### src/rtl/run_ctrl_watchdog.sv
// rtl/run_ctrl_watchdog.sv - run controller and watchdog for the CPU test harness
// Sequences DUT reset, counts run cycles, detects halt/timeout/stall/errors, drains, then finishes.
module run_ctrl_watchdog #(
   parameter int CHANNELS    = 8,
   parameter int RST_CYCLES  = 2,
   parameter int TIMEOUT     = 10000000,
   parameter int STALL_LIMIT = 4096,
   parameter int HALT_ALL    = 0,
   parameter int MON_DRAIN   = 15,
   parameter int MEM_DRAIN   = 5,
   parameter int CW          = 32
) (
   input  logic                clk,
   input  logic                rst,
   input  logic [CHANNELS-1:0] halt,
   input  logic [CHANNELS-1:0] commit,
   input  logic                mon_error,
   input  logic                mem_error,
   output logic                dut_rst,
   output logic                running,
   output logic                finish,
   output logic                done,
   output logic [2:0]          status,
   output logic [CW-1:0]       cycles,
   output logic [CHANNELS-1:0] halted_mask
);

   localparam int RW   = (RST_CYCLES > 0) ? $clog2(RST_CYCLES + 1) : 1;
   localparam int SW   = (STALL_LIMIT > 0) ? $clog2(STALL_LIMIT + 1) : 1;
   localparam int DMAX = (MON_DRAIN > MEM_DRAIN) ? MON_DRAIN : MEM_DRAIN;
   localparam int DW   = (DMAX > 0) ? $clog2(DMAX + 1) : 1;

   localparam logic [2:0] ST_NONE    = 3'd0;
   localparam logic [2:0] ST_HALT    = 3'd1;
   localparam logic [2:0] ST_TIMEOUT = 3'd2;
   localparam logic [2:0] ST_STALL   = 3'd3;
   localparam logic [2:0] ST_MON     = 3'd4;
   localparam logic [2:0] ST_MEM     = 3'd5;

   typedef enum logic [1:0] {
      S_RST_SEQ,
      S_RUN,
      S_DRAIN,
      S_DONE
   } state_t;

   state_t                state_q, state_d;
   logic [RW-1:0]         rst_cnt_q, rst_cnt_d;
   logic [CW-1:0]         cycles_q, cycles_d;
   logic [CHANNELS-1:0]   mask_q, mask_d;
   logic [SW-1:0]         stall_q, stall_d;
   logic [DW-1:0]         drain_q, drain_d;
   logic [2:0]            status_q, status_d;
   logic                  finish_q, finish_d;
   logic                  dut_rst_q, dut_rst_d;

   logic                  halt_hit, timeout_hit, stall_hit, any_commit;
   logic [2:0]            cause;
   logic [DW-1:0]         drain_len;

   assign any_commit  = |commit;
   assign halt_hit    = (HALT_ALL != 0) ? (&(mask_q | halt)) : (|halt);
   assign timeout_hit = (TIMEOUT != 0) && (cycles_q == CW'(TIMEOUT - 1));
   assign stall_hit   = (STALL_LIMIT != 0) && !any_commit && (stall_q == SW'(STALL_LIMIT - 1));

   // Fixed priority: only the highest-ranked cause this cycle is latched.
   always_comb begin
      cause     = ST_NONE;
      drain_len = '0;
      if (mem_error) begin
         cause     = ST_MEM;
         drain_len = DW'(MEM_DRAIN);
      end else if (mon_error) begin
         cause     = ST_MON;
         drain_len = DW'(MON_DRAIN);
      end else if (halt_hit) begin
         cause = ST_HALT;
      end else if (timeout_hit) begin
         cause = ST_TIMEOUT;
      end else if (stall_hit) begin
         cause = ST_STALL;
      end
   end

   always_comb begin
      state_d   = state_q;
      rst_cnt_d = rst_cnt_q;
      cycles_d  = cycles_q;
      mask_d    = mask_q;
      stall_d   = stall_q;
      drain_d   = drain_q;
      status_d  = status_q;
      finish_d  = 1'b0;
      dut_rst_d = dut_rst_q;
      case (state_q)
         S_RST_SEQ: begin
            rst_cnt_d = rst_cnt_q + 1'b1;
            if (rst_cnt_q == RW'(RST_CYCLES - 1)) begin
               state_d   = S_RUN;
               dut_rst_d = 1'b0;
            end
         end
         S_RUN: begin
            cycles_d = (&cycles_q) ? cycles_q : cycles_q + 1'b1;
            mask_d   = mask_q | halt;
            stall_d  = any_commit ? '0 : stall_q + 1'b1;
            if (cause != ST_NONE) begin
               status_d = cause;
               if (drain_len == '0) begin
                  state_d  = S_DONE;
                  finish_d = 1'b1;
               end else begin
                  state_d = S_DRAIN;
                  drain_d = drain_len;
               end
            end
         end
         S_DRAIN: begin
            // Later events are ignored here; the first cause owns status and drain length.
            drain_d = drain_q - 1'b1;
            if (drain_q <= DW'(1)) begin
               state_d  = S_DONE;
               finish_d = 1'b1;
            end
         end
         S_DONE: begin
         end
         default: begin
            state_d = S_RST_SEQ;
         end
      endcase
   end

   always_ff @(posedge clk or posedge rst) begin
      if (rst) begin
         state_q   <= S_RST_SEQ;
         rst_cnt_q <= '0;
         cycles_q  <= '0;
         mask_q    <= '0;
         stall_q   <= '0;
         drain_q   <= '0;
         status_q  <= ST_NONE;
         finish_q  <= 1'b0;
         dut_rst_q <= 1'b1;
      end else begin
         state_q   <= state_d;
         rst_cnt_q <= rst_cnt_d;
         cycles_q  <= cycles_d;
         mask_q    <= mask_d;
         stall_q   <= stall_d;
         drain_q   <= drain_d;
         status_q  <= status_d;
         finish_q  <= finish_d;
         dut_rst_q <= dut_rst_d;
      end
   end

   assign dut_rst     = dut_rst_q;
   assign running     = (state_q == S_RUN);
   assign done        = (state_q == S_DONE);
   assign finish      = finish_q;
   assign status      = status_q;
   assign cycles      = cycles_q;
   assign halted_mask = mask_q;

endmodule

### config.mk
export PLATFORM = sky130hd
export DESIGN_NAME = run_ctrl_watchdog
export DESIGN_NICKNAME = d
export VERILOG_FILES = /design/src/rtl/run_ctrl_watchdog.sv
export SDC_FILE = /design/constraint.sdc
export NUM_CORES = 1
export LEC_CHECK = 0
export ABC_AREA = 1
export CORE_AREA = 8 8 95 97
export CTS_CLUSTER_SIZE = 28
export DETAILED_ROUTE_END_ITERATION = 8
export DIE_AREA = 0 0 103 105
export PLACE_DENSITY_LB_ADDON = 0.15
export SLEW_MARGIN = 10
export SYNTH_ARGS = -nofsm -noshare
export SYNTH_HDL_FRONTEND = slang
export SYNTH_SLANG_ARGS = --single-unit
### constraint.sdc
create_clock -name clk -period 3.47 [get_ports clk]
set_clock_uncertainty 0.1 [all_clocks]
set_input_delay 1.041 -clock clk [delete_from_list [all_inputs] [get_ports clk]]
set_output_delay 1.041 -clock clk [all_outputs]
set_load 0.01 [all_outputs]
==> impl_metrics.tcl <==
set metrics [dict create \
    dp.cells 695 \
    required_ns 2.33 \
    cp-endpoint "running" \
    syn_area_per_cell_sq_um 7.37 \
    drt-wirelength-per-cell_um 14.3 \
    rr_worst_depth 9 \
    switching_share_pct 36.6 \
    critical_path_arrival_ns 1.56 \
    seqCellArea_sq_um 1650 \
    crit_family "buffers and inverters" \
    placementRows 32 \
    switching_power_uw 933 \
    core-area_sq_um 7530 \
    portBuffers 66 \
    cts.sinks 66 \
    reg2reg_from "state_q[1]" \
    via_count 3626 \
    yosysTopAreaCell "dfrtp_1" \
    setup_viol 0 \
    die-width_um 103 \
    grt_pass1_vias 3626 \
    grt_start_max_net_pins 67 \
    cp-start-kind "flop" \
    async_reset_ff_share_pct 100 \
    track_usage_pct 20.3 \
    ant_nets 0 \
    final_cells 711 \
    min_path_type "flop to flop" \
    multi_input_area_sq_um 1970 \
    drt_wl_total_um 10200 \
    design_area_sq_um 4910 \
    fillCellCount 695 \
    grt_overflow 0 \
    period_minus_slack_ns 2.70 \
    routed-wl-met2_um 4570 \
    initial_core_util_pct 52.1 \
    worstSetupEndpointType "output pin" \
    vias_per_cell 5.10 \
    synth_edf_count 0 \
    post_dp_cell_area_sq_um 4700 \
    n_antenna_cell 0 \
    period_share_pct 77.8 \
    power_density_nw_per_um2 520 \
    setup_tns_ns 0 \
    synth.area.top_cells "dfrtp_1, nand2_1, nor2_1" \
    slew_violations 0 \
    seq_power_share_pct 38.8 \
    rsz0062_at_grt "false" \
    dr.pass1.iters 5 \
    grt_pass1_wl_um 17400 \
    crit_chain "inv_1 > ha_1 > clkdlybuf4s50_1" \
    cap_violations 0 \
    startpoint "state_q[1]" \
    cts_buffer_depth 2 \
    fp.dieH_um 105 \
    drc 0 \
    ys_types 34 \
    met3_length_um 734 \
    cts_setup_buffers 0 \
    hold_viol_final 0 \
    p_leak_nw 2.18 \
    crit_type "flop to output pin" \
    worst_pin_slew_ns 0.607 \
    place_congestion 0.914 \
    synth-seq-cells 66 \
    clockRootBuffer "clkbuf_8" \
    status "completed" \
    whs_ns 0.372 \
    fin_util_pct 65.2 \
    synth_fp_nets 562 \
    pin_count 67 \
    post_cts_resize_count 0 \
    wl_met1_um 4670 \
    dp_hpwl_um 7770 \
    rrSetupSlack_ns 1.17 \
    dieArea_sq_um 10800 \
    yosysSeqAreaShare_pct 42.1 \
    peakVddDrop_mv 0.316 \
    critPathBufInv 2 \
    crit_fanout 5 \
    cp_slowest_cell "clkdlybuf4s50_1" \
    slew_headroom_pct 59.4 \
    place_ws_ns 0.526 \
    drive_gt1_share_pct 6.24 \
    cts_tree "yes" \
    worstReg2RegEnd "drain_q[1]" \
    fmax_ghz 0.370 \
    cts-htree-levels 3 \
    combinationalPowerShare_pct 33.6 \
    p_total_mw 2.55 \
    power_frac_clock_pct 27.5 \
    clkTransAtPathRegs_ns 0.07 \
    routed.top_layer "met4" \
    area_delta_synth_final_pct 25.1 \
    yosysWarnings 0 \
    grt_antenna_before_repair 0 \
    cts_made_buffers 9 \
    synthesis.area_sq_um 3920 \
    fin_nets 634 \
    synth-main-ff-cell "dfrtp_1" \
    postSynthCellCount 532 \
    whs_path_depth 1 \
    drt-initial-drc-count 214 \
    synth_top_area_share_pct 41.5 \
    max_stage_delay_ns 0.54 \
    hold_buffers 0 \
    finalWorstSetupSlack_ns 0.771 \
    power.internal_mw 1.62 \
    crit_cells 3 \
    clk_latency_ns 0.35 \
]
placed cells by master (no fill, tap or decap), drive strengths merged, types with 2 or more instances in the layout:
cell type / count
ha: 10
xor2: 26
nor3: 25
clkinv: 3
o21ai: 21
nand4: 7
a21oi: 10
bufinv: 2
clkbuf: 11
nor4: 5
a31oi: 2
o22ai: 3
and3: 2
clkdlybuf4s50: 66
nor2: 79
nand2: 149
or2: 2
dfrtp: 65
nand3: 32
xnor2: 6
o21bai: 8
inv: 67
buf: 3
worst register-to-register path, stage by stage, from the launching register on:
cell	delay, ns
dfrtp_1	0.42
inv_1	0.08
ha_1	0.19
buf_4	0.18
inv_2	0.28
nor2_1	0.14
nor2_1	0.37
inv_1	0.11
a31oi_1	0.21
a22oi_1	0.09
area by class of cell:
type | instances | area share (%)
tap | 102 | 2.60
multi-input combinational | 391 | 40.1
clock buffer | 11 | 2.68
inverter | 67 | 5.12
timing repair buffer | 69 | 14.2
clock inverter | 5 | 1.61
sequential | 66 | 33.7
sequential cells by signal, indices dropped and copies added, names as in the netlist:
signal	cells
drain_q	4
stall_q	13
finish	1
dut_rst	1
status	3
halted_mask	8
state_q	2
cycles	32
rst_cnt_q	2
synthesized netlist by cell type (4+ instances only):
cell        n
o21bai_1    8
dfrtp_1    65
nand2_1   144
buf_2       5
nor2_1     76
xnor2_1     6
xor2_1     26
nand3_1    30
a21oi_1    10
nand4_1     7
ha_1       10
inv_1      63
nor3_1     23
o21ai_0     8
nor4_1      4
nand2_2     5
inv_2       4
o21ai_1    13
per-layer routing:
layer,GRT usage (%),vias up
met4,9.00,0
met2,30.3,113
met5,0,-
met3,4.98,19
met1,26.8,1665
li1,-,1829
logic make-up after synthesis:
family                   after synthesis  synth area share (%)
buffers and inverters                 75                  7.62
AO/OA/AOI/OAI                         48                  7.08
adder cells (fa/ha/maj)               10                  3.19
XOR/XNOR                              32                  7.15
flip-flops                            66                  42.1
AND/OR/NAND/NOR                      301                  32.8
worst min-delay path by stage:
stage	from	end
global placement	halted_mask[7]	halted_mask[7]
floorplan	stall_q[5]	stall_q[5]
CTS	stall_q[5]	stall_q[5]
detailed placement	halted_mask[5]	halted_mask[5]
global route	rst_cnt_q[0]	rst_cnt_q[0]
finish	stall_q[5]	stall_q[5]
power groups by stage:
stage / logic, mW / registers [mW] / clock network (mW)
global placement: 0.833 / 0.999 / 0
global route: 0.968 / 1.01 / 0.751
finish: 0.858 / 0.991 / 0.703
CTS: 0.871 / 0.990 / 0.716
floorplan: 0.574 / 1.00 / 0
detailed placement: 0.861 / 1.00 / 0
Power figures use the tool's default switching activity.
